===== src/rtl/instr_fetch_pkg.sv =====
// Shared constants and encodings for the fetch stage and its branch resolver.
package instr_fetch_pkg;

   // ADDI X31,X31,#0: decodes as a harmless non-branch
   localparam logic [31:0] BUBBLE_INSN = 32'h910003FF;
   localparam logic [10:0] HALT_OPCODE = 11'h7FF;

   typedef enum logic [1:0] {
      BR_SEQ   = 2'b00,
      BR_IMM26 = 2'b01,
      BR_REG   = 2'b10,
      BR_HALT  = 2'b11
   } br_sel_t;

   typedef enum logic [1:0] {
      FS_BOOT = 2'b00,
      FS_RUN  = 2'b01,
      FS_HALT = 2'b10
   } fetch_state_t;

endpackage


===== src/rtl/instr_fetch_branch_target.sv =====
// Branch resolver: sign-extends word offsets, forms targets off pcDec and picks
// the winning branch kind (register > imm26 > CBZ > B.LT).
module instr_fetch_branch_target
   import instr_fetch_pkg::*;
#(
   parameter int PC_WIDTH = 64
) (
   input  logic [PC_WIDTH-1:0] pcDec,
   input  br_sel_t             brSel,
   input  logic                isCbz,
   input  logic                isBlt,
   input  logic [18:0]         condAddr19,
   input  logic [25:0]         condAddr26,
   input  logic                zeroFlag,
   input  logic                negFlag,
   input  logic                overflowFlag,
   input  logic [PC_WIDTH-1:0] brRegVal,
   output logic [PC_WIDTH-1:0] target,
   output logic                taken
);

   logic [PC_WIDTH-1:0] off19;
   logic [PC_WIDTH-1:0] off26;

   // word offsets become byte offsets; sums wrap naturally at 2^PC_WIDTH
   assign off19 = {{(PC_WIDTH-21){condAddr19[18]}}, condAddr19, 2'b00};
   assign off26 = {{(PC_WIDTH-28){condAddr26[25]}}, condAddr26, 2'b00};

   always_comb begin
      target = pcDec + off19;
      taken  = 1'b0;
      if (brSel == BR_REG) begin
         target = brRegVal;
         taken  = 1'b1;
      end else if (brSel == BR_IMM26) begin
         target = pcDec + off26;
         taken  = 1'b1;
      end else if (isCbz && zeroFlag) begin
         target = pcDec + off19;
         taken  = 1'b1;
      end else if (isBlt && (negFlag ^ overflowFlag)) begin
         target = pcDec + off19;
         taken  = 1'b1;
      end
   end

endmodule


===== src/rtl/instr_fetch.sv =====
// Fetch stage: owns the PC, resolves last cycle's decoded branch, squashes the
// wrong-path fetch on redirect, and halts on the all-ones instruction.
module instr_fetch
   import instr_fetch_pkg::*;
#(
   parameter int                  PC_WIDTH = 64,
   parameter logic [PC_WIDTH-1:0] RESET_PC = '0
) (
   input  logic                clk,
   input  logic                reset,
   input  logic                stall,
   input  logic [31:0]         imemData,
   input  logic [1:0]          brTaken,
   input  logic                isCbz,
   input  logic                isBlt,
   input  logic [18:0]         condAddr19,
   input  logic [25:0]         condAddr26,
   input  logic                zeroFlag,
   input  logic                negFlag,
   input  logic                overflowFlag,
   input  logic [PC_WIDTH-1:0] brRegVal,
   output logic [PC_WIDTH-1:0] instrAddr,
   output logic [31:0]         instruction,
   output logic [PC_WIDTH-1:0] pcDec,
   output logic                redirect,
   output logic                halted
);

   localparam logic [PC_WIDTH-1:0] PC_STEP = PC_WIDTH'(4);

   fetch_state_t        state;
   logic [PC_WIDTH-1:0] pc;
   logic [PC_WIDTH-1:0] pc_dec_q;
   logic [PC_WIDTH-1:0] bt_target;
   logic                bt_taken;
   logic                run;
   logic                halt_req;
   br_sel_t             br_sel;

   assign br_sel = br_sel_t'(brTaken);

   instr_fetch_branch_target #(
      .PC_WIDTH (PC_WIDTH)
   ) u_branch_target (
      .pcDec        (pc_dec_q),
      .brSel        (br_sel),
      .isCbz        (isCbz),
      .isBlt        (isBlt),
      .condAddr19   (condAddr19),
      .condAddr26   (condAddr26),
      .zeroFlag     (zeroFlag),
      .negFlag      (negFlag),
      .overflowFlag (overflowFlag),
      .brRegVal     (brRegVal),
      .target       (bt_target),
      .taken        (bt_taken)
   );

   // IF/ID comes out of reset holding brTaken=11, so branch inputs only matter in RUN
   assign run      = (state == FS_RUN);
   assign redirect = run && bt_taken && (br_sel != BR_HALT);
   assign halt_req = run && (br_sel == BR_HALT) && !stall;

   always_comb begin
      instruction = BUBBLE_INSN;
      case (state)
         FS_BOOT: instruction = imemData;
         FS_RUN:  instruction = (redirect || halt_req) ? BUBBLE_INSN : imemData;
         default: instruction = BUBBLE_INSN;
      endcase
   end

   always_ff @(posedge clk or negedge reset) begin
      if (!reset) begin
         state    <= FS_BOOT;
         pc       <= RESET_PC;
         pc_dec_q <= RESET_PC;
      end else begin
         case (state)
            FS_BOOT: begin
               state    <= FS_RUN;
               pc       <= pc + PC_STEP;
               pc_dec_q <= pc;
            end
            FS_RUN: begin
               // redirect outranks stall: the squashed slot must not be held
               if (redirect) begin
                  pc       <= bt_target;
                  pc_dec_q <= pc;
               end else if (halt_req) begin
                  state <= FS_HALT;
               end else if (!stall) begin
                  pc       <= pc + PC_STEP;
                  pc_dec_q <= pc;
               end
            end
            FS_HALT: state <= FS_HALT;
            default: state <= FS_BOOT;
         endcase
      end
   end

   assign instrAddr = pc;
   assign pcDec     = pc_dec_q;
   assign halted    = (state == FS_HALT);

endmodule

===== config.mk =====
export PLATFORM = sky130hd
export DESIGN_NAME = instr_fetch
export DESIGN_NICKNAME = d
export VERILOG_FILES = /design/src/rtl/instr_fetch_pkg.sv /design/src/rtl/instr_fetch_branch_target.sv /design/src/rtl/instr_fetch.sv
export SDC_FILE = /design/constraint.sdc
export NUM_CORES = 1
export LEC_CHECK = 0
export ABC_CLOCK_PERIOD_IN_PS = 5900
export BUFFER_PORTS_ARGS = -buffer_cell sky130_fd_sc_hd__clkbuf_2
export CELL_PAD_IN_SITES_DETAIL_PLACEMENT = 0
export CELL_PAD_IN_SITES_GLOBAL_PLACEMENT = 1
export CORE_MARGIN = 2
export CORE_UTILIZATION = 32
export CTS_CLUSTER_SIZE = 16
export DETAILED_ROUTE_END_ITERATION = 10
export PLACE_DENSITY = 0.79
export SYNTH_ARGS = -nofsm -noshare
export SYNTH_HDL_FRONTEND = slang
export SYNTH_SLANG_ARGS = --single-unit

===== constraint.sdc =====
create_clock -name clk -period 5.9 [get_ports clk]
set_clock_uncertainty 0.15 [all_clocks]
set_input_delay 1.18 -clock clk [delete_from_list [all_inputs] [get_ports clk]]
set_output_delay 1.18 -clock clk [all_outputs]
set_load 0.01 [all_outputs]

Word level (Yosys, flattened, before mapping)
Index checks and enable logic that the tools add are counted.
{"block": "word_totals", "ff_bits": 130, "latchBits": 0, "ramBits": 0, "mem_bits_ro": 0, "in_bits": 151, "output_inout_bits": 162, "elab_cells": 48, "memories": 0}
{"block": "classes", "add_sub_neg": 3, "n_mul": 0, "div": 0, "magnitude_cmp": 0, "n_eq_ne": 10, "shift": 0, "n_mux": 19, "n_bitwise": 1, "reduce_logical": 12}
{"cell": "64-bit 2-to-1 mux", "n": 8}
{"cell": "64-bit one-hot mux with 2 select lines", "n": 2}
{"cell": "64-bit adder", "n": 2}
{"cell": "64-bit by 3-bit adder with 64-bit output (second input constant)", "n": 1}
{"cell": "32-bit one-hot mux with 2 select lines", "n": 1}
{"cell": "32-bit 2-to-1 mux", "n": 1}
{"cell": "2-bit == test (second input constant)", "n": 3}
{"cell": "1-bit logical AND", "n": 6}
{"cell": "3-bit != test (second input constant)", "n": 2}
{"cell": "2-bit one-hot mux with 3 select lines", "n": 1}
{"cell": "2-bit by 1-bit == test with 1-bit output (second input constant)", "n": 2}
{"cell": "1-bit 2-to-1 mux", "n": 4}
{"cell": "2-bit 2-to-1 mux", "n": 2}
{"cell": "2-bit != test (second input constant)", "n": 2}
{"cell": "3-bit AND reduction", "n": 1}
{"cell": "2-bit logical NOT", "n": 1}
{"cell": "2-bit by 1-bit != test with 1-bit output (second input constant)", "n": 1}
{"cell": "2-bit AND reduction", "n": 1}
{"cell": "2-bit nonzero test", "n": 1}
{"cell": "1-bit logical NOT", "n": 1}
{"cell": "1-bit logical OR", "n": 1}
{"cell": "1-bit XOR", "n": 1}

Longest topological paths before layout
Gate-level depths: netlist (run 1).
{"block": "logic_depth", "word_depth": 11, "ltp_mapped": 18, "depth_no_buf": 16}

Hierarchy
A second synthesis (run 1) with hierarchy kept.
{"block": "unflattened", "hier_cells": 1592, "area_unflattened_um2": 11556.1}
{"module": "instr_fetch", "instances": 1, "cells_each": 848, "area_per_inst_um2": 7006.7, "seq_area_each_um2": 3253.1}
{"module": "instr_fetch_branch_target", "instances": 1, "cells_each": 744, "area_per_inst_um2": 4549.4, "seq_area_each_um2": 0.0}

Worst setup path after synthesis (run 1)
No wires, ideal clock.
{"block": "synth_timing", "path_type": "input to register", "startpoint": "input brTaken[1]", "endpoint": "register pc[59] (netlist: instrAddr[59])", "setup_ps": 77, "arrival_ps": 4999, "t_required_ps": 5673, "slack_ps": 674, "stages": 18, "n_path_buf": 3, "path_cell_list": "nand2b_1 -> clkbuf_1 -> and2_1 -> clkbuf_1 -> a21oi_1 -> inv_1 -> ha_1 -> clkbuf_1 -> a21o_1 -> a21o_1 -> a21o_1 -> a2111o_1 -> o21ai_0 -> o31ai_1 -> a31oi_2 -> a21oi_1 -> mux2_1 -> a21oi_1"}
{"block": "synth_between", "elab_chain_cells": 7, "elab_cells_between_ends": 17, "cone_classes": "eq/ne: 6; mux: 6; reduce/logical: 5"}
{"element": "from (decl)", "line_no": "instr_fetch.sv:13", "rtl": "input logic [1:0] brTaken,"}
{"element": "2-bit by 1-bit == test with 1-bit output", "line_no": "instr_fetch_branch_target.sv:35", "rtl": "end else if (brSel == BR_IMM26) begin"}
{"element": "1-bit 2-to-1 mux", "line_no": "instr_fetch_branch_target.sv:35"}
{"element": "1-bit 2-to-1 mux", "line_no": "instr_fetch_branch_target.sv:32", "rtl": "if (brSel == BR_REG) begin"}
{"element": "1-bit logical AND (2 in series)", "line_no": "instr_fetch.sv:61", "rtl": "assign redirect = run && bt_taken && (br_sel != BR_HALT);"}
{"element": "3-bit != test (no line) / 64-bit 2-to-1 mux (equally long branches)"}
{"element": "3-bit AND reduction (no line) / 64-bit one-hot mux with 2 select lines (equally long branches)"}
{"element": "to (signal assigned)", "line_no": "instr_fetch.sv:82", "rtl": "pc <= pc + PC_STEP;"}
{"element": "to (signal assigned)", "line_no": "instr_fetch.sv:88", "rtl": "pc <= bt_target;"}
{"element": "to (signal assigned)", "line_no": "instr_fetch.sv:93", "rtl": "pc <= pc + PC_STEP;"}
{"element": "to (decl)", "line_no": "instr_fetch.sv:32", "rtl": "logic [PC_WIDTH-1:0] pc;"}
Parallel ways exist; a longest one is shown, timed or not.
A chain may end at the register's enable or synchronous reset.

Worst setup path in the final report (run 1)
Same ends and word-level chain as after synthesis.

==> results.txt, run 1 <==
status = finished, final reports clean
metal2 WL = 17760 um
clk buf depth = 2
fraction of layout cells with a size suffix above 1 = 28.27%
Worst Setup EP = instrAddr[59]
Seq/Total Area, Yosys = 30.52%
register bit total from synthesis = 130
final worst slack = 0.7163 ns
Initial Util = 32.59%
Die Ht = 186.5 um
largest net degree at the start of global routing = 94
Die ar. = 34790 um2
Arr. time, crit path = 5.40 ns
RSZ-0062 raised after global routing = no
drt wl/cell = 18.88 um
DP HPWL = 29550 um
Comb pwr share = 61.5%
commonest cells in the netlist = nand2_1 (185), dfrtp_1 (130), a21oi_1 (95), nor2_1 (88), ha_1 (71)
H-tree depth = 4
Psw = 3.759 mW
leading area contributor after synthesis = dfrtp_1
First-pass DRT Iterations = 5
CTS Root Buffer Type = clkbuf_16
cts bufs inserted = 17
Max-slew headroom = 36.56%
synthesized cell area = 10660 um2
reg2reg path depth = 12
setup TNS = 0 ns
maximum VDD drop = 0.0003063 V
Post-synth EDFFs = 0
Worst Path Max Fanout = 24
CTS tree = built
FP Rows = 66
P_int = 4.129 mW
DR vias = 10620
final wirelength = 37990 um
TritonCTS Sinks = 130
critical path class = in -> reg
Ports = 313
WL met1 = 16860 um
pre-CTS setup slack = 0.3054 ns
Crit. End Element = flip-flop
critical path required time = 6.11 ns
Slew Limit Fails = 0
Leak Pwr = 6.152 nW
Worst R2R Setup Slack = 2.03 ns
Clock power frac = 13.8%
Critical R2R Capture = instrAddr[63]
remaining global-route overflow = 0
IO buf count = 312
vias in the first global route = 10880
switching part of the total power = 47.65%
FMAX = 0.1929 GHz
syn_nets = 1496
Critical Path Start = brTaken[1]
Post-DRT Antenna Nets = 0
syn_area_per_cell = 8.373 um2
DRC Markers = 0
Post CTS Setup Buffer Count = 0
CP Launch Type = input port
share of the synthesized area in the top cell type = 30.52%
count leader, synth = nand2_1
Global Route Usage Sum = 21.68%
Reg power frac = 24.7%
die width = 186.5 um
dpl cells = 1978
period utilization = 87.86%
core area = 32700 um2
met3 wire len = 2597 um
Worst-Margin Slew = 0.9516 ns
Final Setup Violations = 0
Yosys cell types = 75
vias per cell = 5.280
Clock Latency Late Sink = 0.44 ns
Synth async-reset ratio = 100.0%
post-CTS resize count = 0
GPL Wtd Cong = 0.9058
Post-Syn Instances = 1273
synth warn = 0
MaxCap Viol Count = 0
Synth-to-Final Area Change = 24.32%
global-route wire length before repair = 59590 um
Top Layer Used = met5
ys flop type = dfrtp_1
Critical R2R Launch = state[1]
Nets = 1778
detailed router's first-iteration violation count = 656
synth top area cells = dfrtp_1 (31%), ha_1 (8.3%), mux2_2 (6.7%), nand2_1 (6.5%), xnor2_1 (5.1%)
Layout Cells excl Fill = 2012
hold buffer count at cts = 0
PD cells = 595.3 nW/um2
Final Hold Fails = 0
min Tclk post-route = 5.184 ns
initial antenna violation count = 4
Reg clk slew, reported paths = 0.07 ns
Hold Path Class = reg -> reg
[worst max-delay path: stages]
cell	delay, ns
clkbuf_2	0.17
nand2b_1	0.23
and2_1	0.36
a21oi_1	0.12
inv_1	0.64
ha_1	0.46
a21oi_1	0.26
o21ai_0	0.17
a31oi_1	0.20
o21a_1	0.16
o211ai_1	0.11
a221o_1	0.42
a31oi_2	0.31
a21oi_1	0.12
mux2_1	0.32
a21oi_1	0.14
[final cells by class]
| type | count | area (um2) |
|---|---|---|
| Antenna cell | 3 | 7.507 |
| Clock buffer | 20 | 446.7 |
| Clock inverter | 11 | 137.6 |
| Fill cell | 3425 | 19450 |
| Inverter | 29 | 108.9 |
| Multi-Input combinational cell | 1052 | 7079 |
| Sequential cell | 130 | 3253 |
| Tap cell | 442 | 553.0 |
| Timing Repair Buffer | 325 | 1665 |
[per-layer routing]
layer  vias to the layer above  GRT usage, %
met2                       365         36.12
met1                      5087         27.61
li1                       5122             -
met4                         4         7.509
met5                         -             0
met3                        46         5.003
[cell usage in the layout, fill, tap and decap left out, types with 12 or more instances in the layout]
cell	instances
a21oi_1	95
nand2_1	185
xor2_1	53
nand3_1	35
buf_4	13
a21o_1	42
clkbuf_16	17
o21ai_0	67
inv_1	28
o211ai_1	19
nand4_1	23
or3_1	12
nor2b_1	23
nand2b_1	20
clkbuf_2	311
nor2_1	88
ha_1	71
and3_1	15
xnor2_1	62
a31oi_1	15
mux2_2	63
nor3_1	24
a211oi_1	17
dfrtp_1	130
[power by group through the flow]
stage	Sequential, mW	Combinational [mW]	Clock (mW)
2_1_floorplan	1.97	3.20	0
3_3_place_gp	1.94	4.78	0
3_5_place_dp	1.96	4.82	0
4_1_cts	1.95	4.86	1.11
5_1_grt	2.03	5.35	1.14
6_report	1.94	4.85	1.09
[worst min-delay path by stage]
stage / start / to / slack [ns] / cells past startpoint
2_1_floorplan: state[1] / state[1] / 0.40 / 2
3_3_place_gp: instrAddr[1] / pcDec[1] / 0.37 / 1
3_5_place_dp: pcDec[36] / pcDec[36] / 0.38 / 1
4_1_cts: instrAddr[1] / pcDec[1] / 0.40 / 1
5_1_grt: pcDec[12] / pcDec[12] / 0.41 / 1
6_report: instrAddr[1] / pcDec[1] / 0.39 / 1
[registers in the layout, indices dropped and copies added (netlist names)]
signal / flops
pcDec: 64
instrAddr: 64
state: 2
[kinds of logic (layout without fill, tap and decap cells)]
group | Yosys count | count (layout) | synth area share, %
flip-flops | 130 | 130 | 30.52
buffers and inverters | 91 | 385 | 3.263
adder cells (fa/ha/maj) | 72 | 72 | 8.522
other | 0 | 3 | 0
AO/OA/AOI/OAI | 338 | 338 | 20.72
XOR/XNOR | 115 | 115 | 9.450
AND/OR/NAND/NOR | 460 | 460 | 20.48
multiplexers | 67 | 67 | 7.043
[per-stage QoR]
stage                     instance area, um2  total power [mW]  hold WS (ns)  util (%)
final                                  13250             7.889        0.3857     40.52
after global routing                   13250             8.523        0.4077     40.52
after CTS                              13240             7.917        0.3953     40.50
after floorplan                        10660             5.165        0.4016         -
after detailed placement               12660             6.784        0.3840     38.71
after global placement                 12660             6.727        0.3653     38.71
No activity file was read; power rests on OpenSTA's default activity.
==> run 2: changes to the inputs <==
ABC_AREA = 1   (was unset)
PLACE_DENSITY = 0.81   (was 0.79)
==> results.txt, run 2 <==
status = finished, final reports clean (unchanged)
DR vias = 17590 (was 10620)
cts bufs inserted = 17 (unchanged)
Clock Latency Late Sink = 0.45 ns (was 0.44 ns)
post-CTS resize count = 0 (unchanged)
Comb pwr share = 64.7% (was 61.5%)
drt wl/cell = 19.86 um (was 18.88 um)
reg2reg path depth = 14 (was 12)
placed cell areas = 16530 um2 (was 12660 um2)
Worst-Margin Slew = 0.9714 ns (was 0.9516 ns)
CTS tree = built (unchanged)
most frequent cells in the layout = nand2_1 (1005), inv_1 (437), clkbuf_2 (311) (was clkbuf_2 (311), nand2_1 (185), dfrtp_1 (130))
RSZ-0062 raised after global routing = no (unchanged)
FILL cells = 4925 (was 3425)
clk buf depth = 2 (unchanged)
die width = 216.5 um (was 186.5 um)
FMAX = 0.1957 GHz (was 0.1929 GHz)
Nets = 3070 (was 1778)
Worst R2R Setup Slack = 2.31 ns (was 2.03 ns)
worst path buffer plus inverter count = 6 (was 2)
most common cell after layout, fill and taps aside = nand2_1 (was clkbuf_2)
Final Setup Violations = 0 (unchanged)
Final Hold Fails = 0 (unchanged)
share of the synthesized area in the top cell type = 26.12% (was 30.52%)
synth warn = 0 (unchanged)
GPL Wtd Cong = 1.069 (was 0.9058)
P_int = 3.881 mW (was 4.129 mW)
global-route wire length before repair = 101700 um (was 59590 um)
Synth-to-Final Area Change = 18.77% (was 24.32%)
Die ar. = 46860 um2 (was 34790 um2)
min Tclk post-route = 5.111 ns (was 5.184 ns)
DP HPWL = 56960 um (was 29550 um)
Slew Limit Fails = 0 (unchanged)
Die Ht = 216.5 um (was 186.5 um)
Arr. time, crit path = 5.34 ns (was 5.40 ns)
Top Family by Delay on Critical Path = simple AND/OR/NAND/NOR gates (was compound AO/OA/AOI/OAI gates)
Psw = 5.553 mW (was 3.759 mW)
critical path class = in -> reg (unchanged)
commonest cells in the netlist = nand2_1 (1005), inv_1 (437), nor2_1 (236), nand3_1 (145), a21oi_1 (138) (was nand2_1 (185), dfrtp_1 (130), a21oi_1 (95), nor2_1 (88), ha_1 (71))
First-pass DRT Iterations = 6 (was 5)
syn_nets = 2786 (was 1496)
leading area contributor after synthesis = nand2_1 (was dfrtp_1)
Leak Pwr = 9.911 nW (was 6.152 nW)
Post CTS Setup Buffer Count = 0 (unchanged)
register bit total from synthesis = 130 (unchanged)
FP Rows = 77 (was 66)
Post-synth EDFFs = 0 (unchanged)
period utilization = 86.62% (was 87.86%)
count leader, synth = nand2_1 (unchanged)
vias per cell = 5.092 (was 5.280)
Worst Path Max Fanout = 39 (was 24)
Post-Layout Inst Area = 17160 um2 (was 13250 um2)
TritonCTS Sinks = 130 (unchanged)
Reg clk slew, reported paths = 0.07 ns (about the same)
Seq/Total Area, Yosys = 22.52% (was 30.52%)
setup TNS = 0 ns (unchanged)
maximum VDD drop = 0.0003306 V (was 0.0003063 V)
core area = 44410 um2 (was 32700 um2)
final wirelength = 68600 um (was 37990 um)
synth top area cells = nand2_1 (26%), dfrtp_1 (23%), inv_1 (11%), ha_1 (6.1%), nor2_1 (6.1%) (was dfrtp_1 (31%), ha_1 (8.3%), mux2_2 (6.7%), nand2_1 (6.5%), xnor2_1 (5.1%))
Global Route Usage Sum = 28.99% (was 21.68%)
Critical R2R Launch = state[1] (unchanged)
synthesized cell area = 14450 um2 (was 10660 um2)
hold buffer count at cts = 0 (unchanged)
ys flop type = dfrtp_1 (unchanged)
Initial Util = 32.52% (was 32.59%)
IO buf count = 312 (unchanged)
CP most frequent cell = nand2_1 (was a21oi_1)
CP Cell Sequence = clkbuf_2 -> inv_1 -> nand2_1 -> nand2_1 -> o21ai_0 -> inv_1 -> buf_4 -> ha_1 -> nand2_1 -> nor2_1 -> inv_1 -> nor3_1 -> nand2_1 -> inv_1 -> nand2_1 -> nand3_1 -> nand2_1 -> o21ai_0 -> nand2_1 -> nand2_1 (was clkbuf_2 -> nand2b_1 -> and2_1 -> a21oi_1 -> inv_1 -> ha_1 -> a21oi_1 -> o21ai_0 -> a31oi_1 -> o21a_1 -> o211ai_1 -> a221o_1 -> a31oi_2 -> a21oi_1 -> mux2_1 -> a21oi_1)
Crit path largest cell delay = 0.58 ns (was 0.64 ns)
H-tree depth = 4 (unchanged)
WHS Endpoint = pcDec[0] (was pcDec[1])
initial antenna violation count = 2 (was 4)
Clock power frac = 12.2% (was 13.8%)
remaining global-route overflow = 0 (unchanged)
CP Launch Type = input port (unchanged)
Post-DRT Antenna Nets = 0 (unchanged)
Reg power frac = 23.1% (was 24.7%)
hold path cells = 2 (was 1)
PD cells = 549.8 nW/um2 (was 595.3 nW/um2)
Yosys cell types = 50 (was 75)
CTS Root Buffer Type = clkbuf_16 (unchanged)
fraction of layout cells with a size suffix above 1 = 14.79% (was 28.27%)
Synth async-reset ratio = 100.0% (unchanged)
Post-Syn Instances = 2563 (was 1273)
Max-slew headroom = 35.24% (was 36.56%)
switching part of the total power = 58.86% (was 47.65%)
MaxCap Viol Count = 0 (unchanged)
Critical R2R Capture = instrAddr[39] (was instrAddr[63])
Ports = 313 (unchanged)
Crit. End Element = flip-flop (unchanged)
DRC Markers = 0 (unchanged)
critical path required time = 6.13 ns (was 6.11 ns)
largest net degree at the start of global routing = 96 (was 94)
syn_area_per_cell = 5.636 um2 (was 8.373 um2)
detailed router's first-iteration violation count = 1677 (was 656)
HP Start = instrAddr[0] (was instrAddr[1])
vias in the first global route = 16550 (was 10880)
slowest stage cell, crit path = nand2_1 (was inv_1)
Hold Path Class = reg -> reg (unchanged)
## run 2: changes by cell type after synthesis, sizes merged, moves of 22 or more
cell / before / now
buf: 8 / 40
nand3: 36 / 149
nor2b: 25 / 0
inv: 28 / 441
a21o: 44 / 0
a21oi: 96 / 138
o21ai: 71 / 128
nand2b: 22 / 0
xor2: 53 / 16
nor2: 88 / 248
nand2: 187 / 1015
clkbuf: 54 / 22
xnor2: 62 / 11
mux2: 64 / 17
## run 2: worst reg2reg max path, cell delays in order (launching register included)
cell and delay [ns]:
dfrtp_1 0.38, inv_1 0.09, ha_1 0.33, o21ai_2 0.14, nand2_1 0.11, o21ai_1 0.08, inv_2 0.23, nand2_4 0.12
nand2_8 0.48, inv_4 0.49, nor2_1 0.27, nand3_1 0.10, o21ai_1 0.32, nand2_1 0.12, nand2_1 0.09
## run 2: power groups by stage
| stage | logic (mW) | clock network, mW | registers [mW] |
|---|---|---|---|
| after floorplan | 3.90 | 0 | 1.91 |
| after global placement | 5.96 | 0 | 2.14 |
| after detailed placement | 5.98 | 0 | 2.15 |
| after CTS | 6.01 | 1.16 | 2.14 |
| after global routing | 6.78 | 1.20 | 2.22 |
| final | 6.10 | 1.15 | 2.18 |
## run 2: final cells by class
cell class                 instances  area [um2]  area share, %
antenna                            2       5.005        0.02917
clock buffer                      17       425.4          2.480
clock inverter                    15       193.9          1.130
inverter                         443        1665          9.707
multi-input combinational       1928        9193          53.58
sequential                       130        3253          18.96
tap                              592       740.7          4.317
timing repair buffer             327        1680          9.794
## run 2: cells by family (layout without fill, tap and decap cells)
| group | Yosys count | count (layout) | synth area share (%) |
|---|---|---|---|
| simple gates | 1515 | 1515 | 43.62 |
| buf+inv | 505 | 802 | 13.84 |
| compound gates | 297 | 297 | 10.77 |
| flops | 130 | 130 | 22.52 |
| fa+ha+maj | 72 | 72 | 6.288 |
| xor+xnor | 27 | 27 | 1.637 |
| mux | 17 | 17 | 1.325 |
| other cells | 0 | 2 | 0 |
## run 2: worst max path at each step
stage / start / slack (ns) / endpoint / cells after the start
finish: brTaken[1] / 0.79 / instrAddr[37] / 20
global route: brTaken[1] / 0.52 / instrAddr[37] / 20
CTS: brTaken[1] / 0.94 / instrAddr[37] / 20
detailed placement: brTaken[1] / 0.49 / instrAddr[37] / 20
global placement: brTaken[1] / 0.51 / instrAddr[37] / 20
floorplan: brTaken[1] / 1.78 / instrAddr[60] / 20
## run 2: per-stage QoR
step	setup WS, ns	hold slack [ns]	total power, mW	util (%)	cells
floorplan	1.785	0.3770	5.805	-	2563
global placement	0.5122	0.3449	8.097	37.22	3420
detailed placement	0.4857	0.3569	8.126	37.22	3420
CTS	0.9436	0.3653	9.307	38.62	3452
global route	0.5171	0.3947	10.20	38.63	3454
finish	0.7892	0.3650	9.433	38.63	3454
## run 2: per-layer routing
metal	wire, um	track usage (%)
met1	31110	41.08
met2	29740	44.46
met3	5898	5.319
met4	1849	8.995
met5	0	0
==> run 3: changes to the inputs <==
ABC_CLOCK_PERIOD_IN_PS = 6400   (was 5900)
clock period = 6.4 ns   (was 5.9 ns; I/O delays follow)
==> results.txt, run 3 (synthesized netlist as in run 2, its figures left out) <==
P_int = 3.691 mW (was 3.881 mW)
Initial Util = 32.52% (unchanged)
Slew Limit Fails = 0 (unchanged)
Reg power frac = 23.0% (was 23.1%)
worst path buffer plus inverter count = 5 (was 6)
Worst-Margin Slew = 0.9530 ns (was 0.9714 ns)
Post CTS Setup Buffer Count = 0 (unchanged)
Synth-to-Final Area Change = 18.87% (was 18.77%)
RSZ-0062 raised after global routing = no (unchanged)
Post-Layout Inst Area = 17170 um2 (was 17160 um2)
Final Setup Violations = 0 (unchanged)
Nets = 3065 (was 3070)
Worst Path Max Fanout = 16 (was 39)
DRC Markers = 0 (unchanged)
CTS tree = built (unchanged)
DR vias = 17510 (was 17590)
critical path class = in -> reg (unchanged)
slowest stage cell, crit path = o21ai_0 (was nand2_1)
vias in the first global route = 16640 (was 16550)
Psw = 4.972 mW (was 5.553 mW)
core area = 44410 um2 (unchanged)
TritonCTS Sinks = 130 (unchanged)
remaining global-route overflow = 0 (unchanged)
final worst slack = 1.661 ns (was 0.7892 ns)
most common cell after layout, fill and taps aside = nand2_1 (unchanged)
fraction of layout cells with a size suffix above 1 = 14.57% (was 14.79%)
CP Cell Sequence = clkbuf_2 -> inv_1 -> nand2_1 -> nand2_1 -> o21ai_0 -> inv_1 -> ha_1 -> nand2_1 -> nor2_1 -> inv_1 -> nor3_1 -> nand2_1 -> inv_1 -> nand2_1 -> nand3_1 -> nand2_1 -> o21ai_0 -> nand2_1 -> nand2_1 (was clkbuf_2 -> inv_1 -> nand2_1 -> nand2_1 -> o21ai_0 -> inv_1 -> buf_4 -> ha_1 -> nand2_1 -> nor2_1 -> inv_1 -> nor3_1 -> nand2_1 -> inv_1 -> nand2_1 -> nand3_1 -> nand2_1 -> o21ai_0 -> nand2_1 -> nand2_1)
Top Family by Delay on Critical Path = simple AND/OR/NAND/NOR gates (unchanged)
H-tree depth = 4 (unchanged)
Die ar. = 46860 um2 (unchanged)
Arr. time, crit path = 4.96 ns (was 5.34 ns)
PD cells = 504.5 nW/um2 (was 549.8 nW/um2)
Global Route Usage Sum = 27.97% (was 28.99%)
CTS Root Buffer Type = clkbuf_16 (unchanged)
final wirelength = 66210 um (was 68600 um)
Max-slew headroom = 36.47% (was 35.24%)
period utilization = 74.04%
FP Rows = 77 (unchanged)
drt wl/cell = 19.20 um (was 19.86 um)
die width = 216.5 um (unchanged)
global-route wire length before repair = 99180 um (was 101700 um)
clk buf depth = 2 (unchanged)
FILL cells = 4935 (was 4925)
critical path required time = 6.62 ns (was 6.13 ns)
status = finished, final reports clean (unchanged)
CP most frequent cell = nand2_1 (unchanged)
largest net degree at the start of global routing = 96 (unchanged)
Post-DRT Antenna Nets = 0 (unchanged)
Clock power frac = 13.3% (was 12.2%)
pre-CTS setup slack = 1.349 ns (was 0.4857 ns)
Crit path largest cell delay = 0.64 ns (was 0.58 ns)
post-CTS resize count = 0 (unchanged)
most frequent cells in the layout = nand2_1 (1005), inv_1 (437), clkbuf_2 (311) (unchanged)
Reg clk slew, reported paths = 0.07 ns (about the same)
switching part of the total power = 57.40% (was 58.86%)
Clock Latency Late Sink = 0.44 ns (was 0.45 ns)
First-pass DRT Iterations = 5 (was 6)
setup TNS = 0 ns (unchanged)
IO buf count = 312 (unchanged)
FMAX = 0.2110 GHz
placed cell areas = 16490 um2 (was 16530 um2)
MaxCap Viol Count = 0 (unchanged)
maximum VDD drop = 0.0002970 V (was 0.0003306 V)
detailed router's first-iteration violation count = 1887 (was 1677)
Crit. End Element = flip-flop (unchanged)
CP Launch Type = input port (unchanged)
DP HPWL = 54730 um (was 56960 um)
Comb pwr share = 63.7% (was 64.7%)
Final Hold Fails = 0 (unchanged)
GPL Wtd Cong = 1.045 (was 1.069)
Hold Path Class = reg -> reg (unchanged)
vias per cell = 5.079 (was 5.092)
min Tclk post-route = 4.739 ns
initial antenna violation count = 1 (was 2)
Leak Pwr = 9.914 nW (was 9.911 nW)
Die Ht = 216.5 um (unchanged)
Ports = 313 (unchanged)
hold buffer count at cts = 0 (unchanged)
cts bufs inserted = 17 (unchanged)
## run 3: cell type report
cell class	instances	area, um2	share of cell area [%]
Tap cell	592	740.7	4.314
Multi-Input combinational cell	1928	9193	53.53
Sequential cell	130	3253	18.94
Timing Repair Buffer	322	1643	9.567
Inverter	443	1665	9.698
Clock buffer	20	446.7	2.601
Antenna cell	1	2.502	0.01457
Clock inverter	12	227.7	1.326
## run 3: routing by layer
| layer | share of wire, % | global-route usage (%) | vias to the layer above |
|---|---|---|---|
| li1 | - | - | 8520 |
| met4 | 4.5 | 12.31 | 0 |
| met5 | 0 | 0 | - |
| met2 | 43 | 43.33 | 776 |
| met3 | 7.7 | 3.312 | 136 |
| met1 | 44 | 39.04 | 8079 |
## run 3: path summary, 6_finish.rpt
kind | slack [ns] | from | endpoint | cells past startpoint
setup reg to reg | 2.81 | state[1] | instrAddr[39] | 14
hold reg to reg | 0.37 | instrAddr[0] | pcDec[0] | 2
min in group asynchronous | 0.72 | reset | state[1] | 1
setup / recovery | 1.66 | brTaken[1] | instrAddr[37] | 19
max in group asynchronous | 4.06 | reset | pcDec[47] | 2
hold / removal | 0.37 | instrAddr[0] | pcDec[0] | 2
## run 3: worst min-delay path: cells and delay by family (launching register included)
family,cells,cell delay [ns]
flops,1,0.38
simple gates,2,0.11
## run 3: metrics by stage
| stage | hold slack (ns) | power, mW | utilization [%] | std cells |
|---|---|---|---|---|
| 2_1_floorplan | 0.3770 | 5.352 | - | 2563 |
| 3_3_place_gp | 0.3474 | 7.326 | 37.14 | 3415 |
| 3_5_place_dp | 0.3553 | 7.378 | 37.14 | 3415 |
| 4_1_cts | 0.3696 | 8.558 | 38.66 | 3447 |
| 5_1_grt | 0.3963 | 9.382 | 38.66 | 3448 |
| 6_report | 0.3743 | 8.663 | 38.66 | 3448 |
## run 3: power by group through the flow
stage / registers, mW / logic, mW / clock network [mW]
6_report: 1.99 / 5.52 / 1.15
5_1_grt: 2.01 / 6.18 / 1.19
4_1_cts: 1.95 / 5.45 / 1.16
3_5_place_dp: 1.96 / 5.42 / 0
3_3_place_gp: 1.94 / 5.38 / 0
2_1_floorplan: 1.76 / 3.59 / 0
